===== src/rtl/vram_scanout_pkg.sv =====
// vram_scanout_pkg: address-field widths, beam slot phases, slot kinds and the next-line row helper
package vram_scanout_pkg;
  localparam int COL_BITS = 5;
  localparam int ROW_BITS = 5;
  localparam logic [2:0] FETCH_PHASE = 3'd5;
  localparam logic [2:0] LOAD_PHASE = 3'd7;
  localparam int LINE_FETCH_OFS = 3;
  typedef enum logic [1:0] {SLOT_IDLE, SLOT_CPU, SLOT_GROUP, SLOT_LINE} slot_e;
  function automatic logic [ROW_BITS-1:0] next_row(input logic [8:0] v, input int vtotal);
    logic [8:0] n;
    n = (v == 9'(vtotal - 1)) ? 9'd0 : v + 9'd1;
    return n[3 +: ROW_BITS];
  endfunction
endpackage


===== src/rtl/vram_scanout_if.sv =====
// vram_scanout_if: cpu req/ack bus (master=cpu, slave=scanout) and vram_ram_if single-port RAM bus (master=scanout, slave=ram)
interface vram_scanout_if #(parameter int A = 10, parameter int D = 8);
  logic req;
  logic we;
  logic [A-1:0] addr;
  logic [D-1:0] wdata;
  logic ack;
  logic [D-1:0] rdata;
  logic rvalid;
  modport master(output req, we, addr, wdata, input ack, rdata, rvalid);
  modport slave(input req, we, addr, wdata, output ack, rdata, rvalid);
endinterface

interface vram_ram_if #(parameter int A = 10, parameter int D = 8);
  logic [A-1:0] addr;
  logic [D-1:0] din;
  logic we;
  logic [D-1:0] dout;
  modport master(output addr, din, we, input dout);
  modport slave(input addr, din, we, output dout);
endinterface


===== src/rtl/vram_pixel_shifter.sv =====
// vram_pixel_shifter: holding register captures fetched byte, shifter loads it on load else shifts left; ports clk/reset, capture, load, din, msb
module vram_pixel_shifter #(
  parameter int D = 8
) (
  input  logic clk,
  input  logic reset,
  input  logic capture,
  input  logic load,
  input  logic [D-1:0] din,
  output logic msb
);
  logic [D-1:0] hold;
  logic [D-1:0] shift;
  always_ff @(posedge clk) begin
    if (reset) begin
      hold <= '0;
      shift <= '0;
    end else begin
      if (capture) hold <= din;
      shift <= load ? hold : {shift[D-2:0], 1'b0};
    end
  end
  assign msb = shift[D-1];
endmodule


===== src/rtl/vram_scanout.sv =====
// vram_scanout: beam-locked 1bpp bitmap prefetch with CPU arbitration into free RAM cycles; ports clk/reset, hpos/vpos/display_on, ram (RAM master), cpu (req/ack slave), pixel
module vram_scanout
  import vram_scanout_pkg::*;
#(
  parameter int A = 10,
  parameter int D = 8,
  parameter int HTOTAL = 309,
  parameter int VTOTAL = 262
) (
  input  logic clk,
  input  logic reset,
  input  logic [8:0] hpos,
  input  logic [8:0] vpos,
  input  logic display_on,
  vram_ram_if.master ram,
  vram_scanout_if.slave cpu,
  output logic pixel
);
  slot_e slot;
  logic group_slot, line_slot, load, fetch_now, fetch_d, cpu_rd_d, shift_msb;
  logic [COL_BITS-1:0] col;
  assign col = hpos[3 +: COL_BITS];
  // group fetch grabs the next column's byte three cycles before it is needed; column 31 has no successor
  assign group_slot = !hpos[8] && col != '1 && hpos[2:0] == FETCH_PHASE;
  assign line_slot = hpos == 9'(HTOTAL - LINE_FETCH_OFS);
  assign load = (!hpos[8] && hpos[2:0] == LOAD_PHASE) || hpos == 9'(HTOTAL - 1);
  always_comb begin
    slot = line_slot ? SLOT_LINE : group_slot ? SLOT_GROUP : (cpu.req && !reset) ? SLOT_CPU : SLOT_IDLE;
    fetch_now = slot == SLOT_GROUP || slot == SLOT_LINE;
    ram.addr = slot == SLOT_LINE ? {next_row(vpos, VTOTAL), COL_BITS'(0)}
             : slot == SLOT_GROUP ? {vpos[3 +: ROW_BITS], col + COL_BITS'(1)}
             : cpu.addr;
    ram.din = cpu.wdata;
    ram.we = slot == SLOT_CPU && cpu.we;
    cpu.ack = slot == SLOT_CPU;
  end
  always_ff @(posedge clk) begin
    if (reset) begin
      fetch_d <= 1'b0;
      cpu_rd_d <= 1'b0;
      cpu.rvalid <= 1'b0;
      cpu.rdata <= '0;
    end else begin
      fetch_d <= fetch_now;
      cpu_rd_d <= cpu.ack && !cpu.we;
      cpu.rvalid <= cpu_rd_d;
      if (cpu_rd_d) cpu.rdata <= ram.dout;
    end
  end
  vram_pixel_shifter #(.D(D)) u_shifter (
    .clk(clk),
    .reset(reset),
    .capture(fetch_d),
    .load(load),
    .din(ram.dout),
    .msb(shift_msb)
  );
  assign pixel = shift_msb & display_on;
endmodule

===== src/flat_wrapper.sv =====
// flat-port wrapper written by rule: the top's interface ports become plain ports
module vram_scanout_flat import vram_scanout_pkg::*;
#(
  parameter int A = 10,
  parameter int D = 8,
  parameter int HTOTAL = 309,
  parameter int VTOTAL = 262
)
  (clk, reset, hpos, vpos, display_on, pixel, ram_addr, ram_din, ram_we, ram_dout, cpu_req, cpu_we, cpu_addr, cpu_wdata, cpu_ack, cpu_rdata, cpu_rvalid);
  vram_ram_if #(.A(A), .D(D)) ram_i ();
  vram_scanout_if #(.A(A), .D(D)) cpu_i ();
  input  logic clk;
  input  logic reset;
  input  logic [8:0] hpos;
  input  logic [8:0] vpos;
  input  logic display_on;
  output logic pixel;
  output wire logic [$bits(ram_i.addr)-1:0] ram_addr;
  output wire logic [$bits(ram_i.din)-1:0] ram_din;
  output wire logic [$bits(ram_i.we)-1:0] ram_we;
  input wire logic [$bits(ram_i.dout)-1:0] ram_dout;
  input wire logic [$bits(cpu_i.req)-1:0] cpu_req;
  input wire logic [$bits(cpu_i.we)-1:0] cpu_we;
  input wire logic [$bits(cpu_i.addr)-1:0] cpu_addr;
  input wire logic [$bits(cpu_i.wdata)-1:0] cpu_wdata;
  output wire logic [$bits(cpu_i.ack)-1:0] cpu_ack;
  output wire logic [$bits(cpu_i.rdata)-1:0] cpu_rdata;
  output wire logic [$bits(cpu_i.rvalid)-1:0] cpu_rvalid;
  assign ram_addr = ram_i.addr;
  assign ram_din = ram_i.din;
  assign ram_we = ram_i.we;
  assign ram_i.dout = ram_dout;
  assign cpu_i.req = cpu_req;
  assign cpu_i.we = cpu_we;
  assign cpu_i.addr = cpu_addr;
  assign cpu_i.wdata = cpu_wdata;
  assign cpu_ack = cpu_i.ack;
  assign cpu_rdata = cpu_i.rdata;
  assign cpu_rvalid = cpu_i.rvalid;
  vram_scanout #(.A(A), .D(D), .HTOTAL(HTOTAL), .VTOTAL(VTOTAL)) u_core (.clk(clk), .reset(reset), .hpos(hpos), .vpos(vpos), .display_on(display_on), .ram(ram_i), .cpu(cpu_i), .pixel(pixel));
endmodule

===== config.mk =====
export PLATFORM = sky130hd
export DESIGN_NAME = vram_scanout_flat
export DESIGN_NICKNAME = d
export VERILOG_FILES = /design/src/rtl/vram_scanout_pkg.sv /design/src/rtl/vram_scanout_if.sv /design/src/rtl/vram_pixel_shifter.sv /design/src/rtl/vram_scanout.sv /design/src/flat_wrapper.sv
export SDC_FILE = /design/constraint.sdc
export NUM_CORES = 1
export LEC_CHECK = 0
export ABC_AREA = 1
export BUFFER_PORTS_ARGS = -buffer_cell sky130_fd_sc_hd__buf_2
export CORE_UTILIZATION = 48
export CTS_BUF_LIST = sky130_fd_sc_hd__clkbuf_4 sky130_fd_sc_hd__clkbuf_8
export CTS_CLUSTER_DIAMETER = 30
export CTS_CLUSTER_SIZE = 30
export DETAILED_ROUTE_END_ITERATION = 10
export PLACE_DENSITY = 0.83
export SLEW_MARGIN = 20
export SYNTH_ARGS = -nofsm -noshare
export SYNTH_HDL_FRONTEND = slang
export SYNTH_HIERARCHICAL = 1
export SYNTH_SLANG_ARGS = --single-unit

===== constraint.sdc =====
create_clock -name clk -period 1.7 [get_ports clk]
set_input_delay 0.17 -clock clk [delete_from_list [all_inputs] [get_ports clk]]
set_output_delay 0.17 -clock clk [all_outputs]
set_load 0.05 [all_outputs]

# Word level (Yosys, flattened, before mapping)
# Index checks and enable logic that the tools add are counted.
dict set report totals {
  regBits 27
  wordCells 39
}
dict set report op_classes {
  reduce_logical 12
  n_addsub 2
  n_eq_ne 9
  muxes 7
  bitwise 2
}
# cell count
set ops {}
lappend ops {{9-bit equality test (second input constant)} 3}
lappend ops {{10-bit 2-to-1 mux} 2}
lappend ops {{8-bit 2-to-1 mux} 2}
lappend ops {{8-bit by 1-bit adder with 8-bit output (second input constant)} 1}
lappend ops {{3-bit equality test (second input constant)} 2}
lappend ops {{1-bit logical AND} 6}
lappend ops {{5-bit by 1-bit adder with 5-bit output (second input constant)} 1}
lappend ops {{5-bit inequality test (second input constant)} 1}
lappend ops {{2-bit equality test (second input constant)} 2}
lappend ops {{2-bit 2-to-1 mux} 2}
lappend ops {{1-bit logical NOT} 3}
lappend ops {{2-bit by 1-bit equality test with 1-bit output (second input constant)} 1}
lappend ops {{1-bit logical OR} 2}
lappend ops {{2-bit OR reduction} 1}
lappend ops {{1-bit AND} 1}
lappend ops {{1-bit 2-to-1 mux} 1}
lappend ops {{1-bit inverter} 1}

# Logic depth before layout (Yosys ltp)
dict set report depth {
  word_depth 8
  ltp_mapped 11
  mapped_depth_nobuf 11
}

# By module
# Netlist, hierarchy kept.
# mod n_inst area_each_um2 cells_each
set modules_own_cells {}
lappend modules_own_cells {vram_scanout 1 972.2 169}
lappend modules_own_cells {vram_pixel_shifter 1 659.4 98}

# Least setup slack after synthesis
# OpenSTA, ideal clock, no wires.
dict set report synth_timing {
  path_kind {input port to output port}
  startpoint {in hpos[3]}
  endpoint {out ram_addr[3]}
  path_slack_ns -0.362
  t_arrival_ns 1.892
  n_path_buf 1
  path_stages 10
  required_ns 1.530
  path_cell_list {ha_1 > nand2_1 > nor2_1 > ha_1 > nor2_2 > nand3_4 > buf_6 > nand2_1 > nand2_1 > a21oi_1}
}
dict set report synth_between {
  elab_chain_cells 8
  word_cells_on_any_way 11
  cone_classes {add/sub (1); eq/ne (4); mux (4); reduce/logical (2)}
}
# item line_no
set synth_lines {}
lappend synth_lines {{start, declared} flat_wrapper.sv:14} ;# input logic [8:0] hpos;
lappend synth_lines {{5-bit inequality test} vram_scanout.sv:24} ;# assign group_slot = !hpos[8] && col != '1 && hpos[2:0] == FETCH_PHASE;
lappend synth_lines {{1-bit logical AND (2 in series)} vram_scanout.sv:24}
lappend synth_lines {{2-bit 2-to-1 mux (2 in series)} vram_scanout.sv:28} ;# slot = line_slot ? SLOT_LINE : group_slot ? SLOT_GROUP : (cpu.req && !reset) ? SLOT_CPU : SLOT_IDLE;
lappend synth_lines {{2-bit equality test} vram_scanout.sv:31} ;# : slot == SLOT_GROUP ? {vpos[3 +: ROW_BITS], col + COL_BITS'(1)}
lappend synth_lines {{10-bit 2-to-1 mux} vram_scanout.sv:31}
lappend synth_lines {{10-bit 2-to-1 mux (*)} vram_scanout.sv:30} ;# ram.addr = slot == SLOT_LINE ? {next_row(vpos, VTOTAL), COL_BITS'(0)}
lappend synth_lines {{end, declared} flat_wrapper.sv:18} ;# output wire logic [$bits(ram_i.addr)-1:0] ram_addr;
# Every way passes the cells marked *; elsewhere a longest branch is shown, timed or not.

# Worst setup path in the final report
dict set report layout_timing {
  startpoint {in hpos[3]}
  endpoint {out ram_addr[7]}
}
dict set report layout_between {
  elab_chain_cells 8
  word_cells_on_any_way 10
  cone_classes {eq/ne (4); mux (4); reduce/logical (2)}
}
# item line_no
set layout_lines {}
lappend layout_lines {{5-bit inequality test} vram_scanout.sv:24}
lappend layout_lines {{1-bit logical AND (2 in series)} vram_scanout.sv:24}
lappend layout_lines {{2-bit 2-to-1 mux} vram_scanout.sv:28}
lappend layout_lines {{2-bit 2-to-1 mux (*)} vram_scanout.sv:28}
lappend layout_lines {{2-bit equality test} vram_scanout.sv:31}
lappend layout_lines {{10-bit 2-to-1 mux} vram_scanout.sv:31}
lappend layout_lines {{10-bit 2-to-1 mux (*)} vram_scanout.sv:30}
# Marks and branches as above.

==> flow_summary_export.csv <==
group,metric,value,unit
finish,area.sequential,541,um2
logic_synthesis,syn_avg_cell_area,6.11,um2
timing,slew_headroom,64.0,%
place,numPortBuffers,61,
clock_network,cts_num_sinks,27,
worst_setup_path,r2r_end,"u_core/cpu.rdata[5]",
die,die-area,0.00364,mm2
logic_synthesis,synthCells,267,
place,dpl-instance-area,0.00193,mm2
die,start_util,52.2,%
timing,hold_viol,0,
worst_setup_path,cp-end-kind,"primary output",
worst_setup_path,reg2regPathDepth,3,
routing,routedWlPerCell,10.4,um
routing,dr.first_iter.drc_count,63,
clock_network,root_buffer,"clkbuf_4",
clock_network,cts_buffer_depth,2,
logic_synthesis,yosysWarnings,6,
run_status,violations,"negative setup slack",
clock_network,htreeDepth,1,
global_route,antenna_found_initial,0,
worst_setup_path,cp-start-kind,"input pin",
timing,fmax,579,MHz
die,die_h,60.3,um
timing,tightest_slew,540,ps
flow_run,maxCapViolCount,0,
logic_synthesis,ys_seq_area_share,33.1,%
finish,area_delta_synth_final,33.4,%
finish,stdcell_area,0.00218,mm2
die,core,0.00313,mm2
hold_path,hp-start,"ram_dout[7]",
clock_network,clock_latency,320,ps
worst_setup_path,worstSetupPathType,"input pin to primary output",
global_route,grt.total_usage,21.3,%
die,ios,79,
routing,via_per_inst,4.68,
routing,drt_drc_violations_left,0,
hold_path,min_path_cells,3,
timing,layout_min_cycle_time,1730,ps
logic_synthesis,ys_seq_elements,27,
routing,antenna_left,0,
logic_synthesis,ys_types,23,
worst_setup_path,cp.arrival,1560,ps
worst_setup_path,crit-reg2reg-launch,"u_core/cpu_rd_d",
routing,vias,1755,
pwr,peakVddDrop,298,uV
clock_network,cts_buffers,3,
hold_path,hold_class,"input pin to flip-flop",
global_route,grt_pass1_wl,6000,um
routing,dr.pass1.iters,4,
routing,routed_wl,3890,um
clock_network,clk_pin_slew,130,ps
hold_path,worstHoldEndpoint,"u_core/cpu.rdata[7]",
global_route,grt_max_degree,17,
logic_synthesis,netlist_area,0.00163,mm2
finish,n_antenna_cell,0,
timing,timing.final.ws_setup,-27.5,ps
timing,rsz0062_at_grt,"yes",
global_route,overflow,0,
finish,multi_input_area,890,um2
place,place_hpwl,2620,um
timing,fin_crit_sh,102,%
place,routabilityCongestion,0.826,
run_status,status,"finished, violations left",
finish,final_util,69.6,%
die,rows,20,
worst_setup_path,critPathMaxFanout,6,
die,die_w,60.3,um
finish,fillers,281,
pwr,p_leak,0.00117,uW
clock_network,tritoncts,"yes",
logic_synthesis,syn_nets,318,
timing,finalSetupViolCount,1,
pwr,power_density,614,mW/mm2
worst_setup_path,required,1530,ps
finish,drive_gt1_share,32.0,%
global_route,grt_pass1_vias,1563,
timing,final-max-slew-violation-count,0,
finish,nets,383,
timing,finClkSkew,6.90,ps
worst_setup_path,r2r_setup_slack,600,ps
-- flip-flops by register name, indices dropped and copies added (netlist names) --
name / flops
u_core/cpu.rdata: 8
u_core/cpu.rvalid: 1
u_core/cpu_rd_d: 1
u_core/fetch_d: 1
u_core/u_shifter/hold: 8
u_core/u_shifter/shift: 8
-- routing by layer --
| metal | track usage [%] | share of wire (%) |
|---|---|---|
| met1 | 21.8 | 41 |
| met2 | 43.2 | 51 |
| met3 | 3.03 | 5.2 |
| met4 | 6.98 | 2.3 |
| met5 | 0 | 0 |
-- critical path, cell delays in order --
cell and delay, ps:
buf_8 100, ha_4 150, nand2_2 50, nor2_2 40
ha_2 180, nor2_4 90, buf_4 140, nand3_2 150
nand2_2 110, nand2_2 50, nand2_1 80, nand2_1 80
buf_6 160
-- synthesized netlist by cell type, drive strengths merged --
cell,n,area [um2]
dfxtp,27,541
xnor2,1,8.76
nand4,2,12.5
buf,14,118
clkbuf,1,3.75
nand2,108,415
xor2,3,26.3
inv,39,146
nand3,11,72.6
a21oi,11,55.1
nor2,45,194
o21ai,1,5.00
clkinv,1,3.75
nor3,1,5.00
ha,2,25.0
-- stage by stage --
step | total power, uW | setup WS (ps) | setup TNS, ps | std cells | hold slack [ps]
finish | 1340 | -27.5 | -27.5 | 375 | 94.8
CTS | 1320 | 1.17 | 0 | 373 | 0.752
global placement | 998 | -108 | -1020 | 364 | 340
detailed placement | 1000 | -151 | -1410 | 364 | 340
global route | 1410 | -81.5 | -558 | 375 | 77.1
floorplan | 946 | -57.7 | -77.4 | 267 | 242
-- repair_timing --
| action | CTS | global route |
|---|---|---|
| cloned | 1 | 0 |
| pin swaps | 8 | 12 |
| resized for setup | 29 | 19 |
| hold buffers | 0 | 1 |
| setup endpoints to repair | 12 | 12 |
| setup buffers | 4 | 1 |
| hold endpoints to repair | 0 | 1 |
-- cells by family after synthesis --
| kind of cell | Yosys count | synth area share [%] |
|---|---|---|
| simple gates | 167 | 42.9 |
| buf+inv | 55 | 16.6 |
| flops | 27 | 33.1 |
| compound gates | 12 | 3.68 |
| xor+xnor | 4 | 2.15 |
| fa+ha+maj | 2 | 1.53 |
-- cells in the final DEF (no fill, tap or decap), drive strengths merged --
master	Yosys	final
xor2	3	3
clkbuf	1	4
nand4	2	2
nand3	11	12
inv	39	39
dfxtp	27	27
xnor2	1	1
nand2	108	108
o21ai	1	1
nor3	1	1
ha	2	2
buf	14	73
dlygate4sd3	0	1
nor2	45	45
a21oi	11	11
clkinv	1	1
-- power by group --
group,switching (uW),internal [uW],total (uW)
Clock,176,108,284
Combinational,242,150,392
Sequential,10.4,651,661
Total,428,908,1340
-- worst max-delay path by stage --
stage,startpoint,end,slack [ps],cells past startpoint
finish,hpos[3],ram_addr[7],-30,13
global route,hpos[3],ram_addr[8],-80,13
CTS,hpos[4],ram_addr[6],1,14
detailed placement,hpos[3],ram_addr[3],-150,12
global placement,hpos[3],ram_addr[3],-110,12
floorplan,hpos[3],ram_addr[3],-60,10
-- final cells by class --
cell class                      instances  share of cell area (%)
Clock buffer                            4                    1.38
Inverter                               40                    6.90
Multi-Input combinational cell        186                    40.9
Sequential cell                        27                    24.8
Tap cell                               44                    2.53
Timing Repair Buffer                   74                    23.5
(Power assumes the default switching activity.)
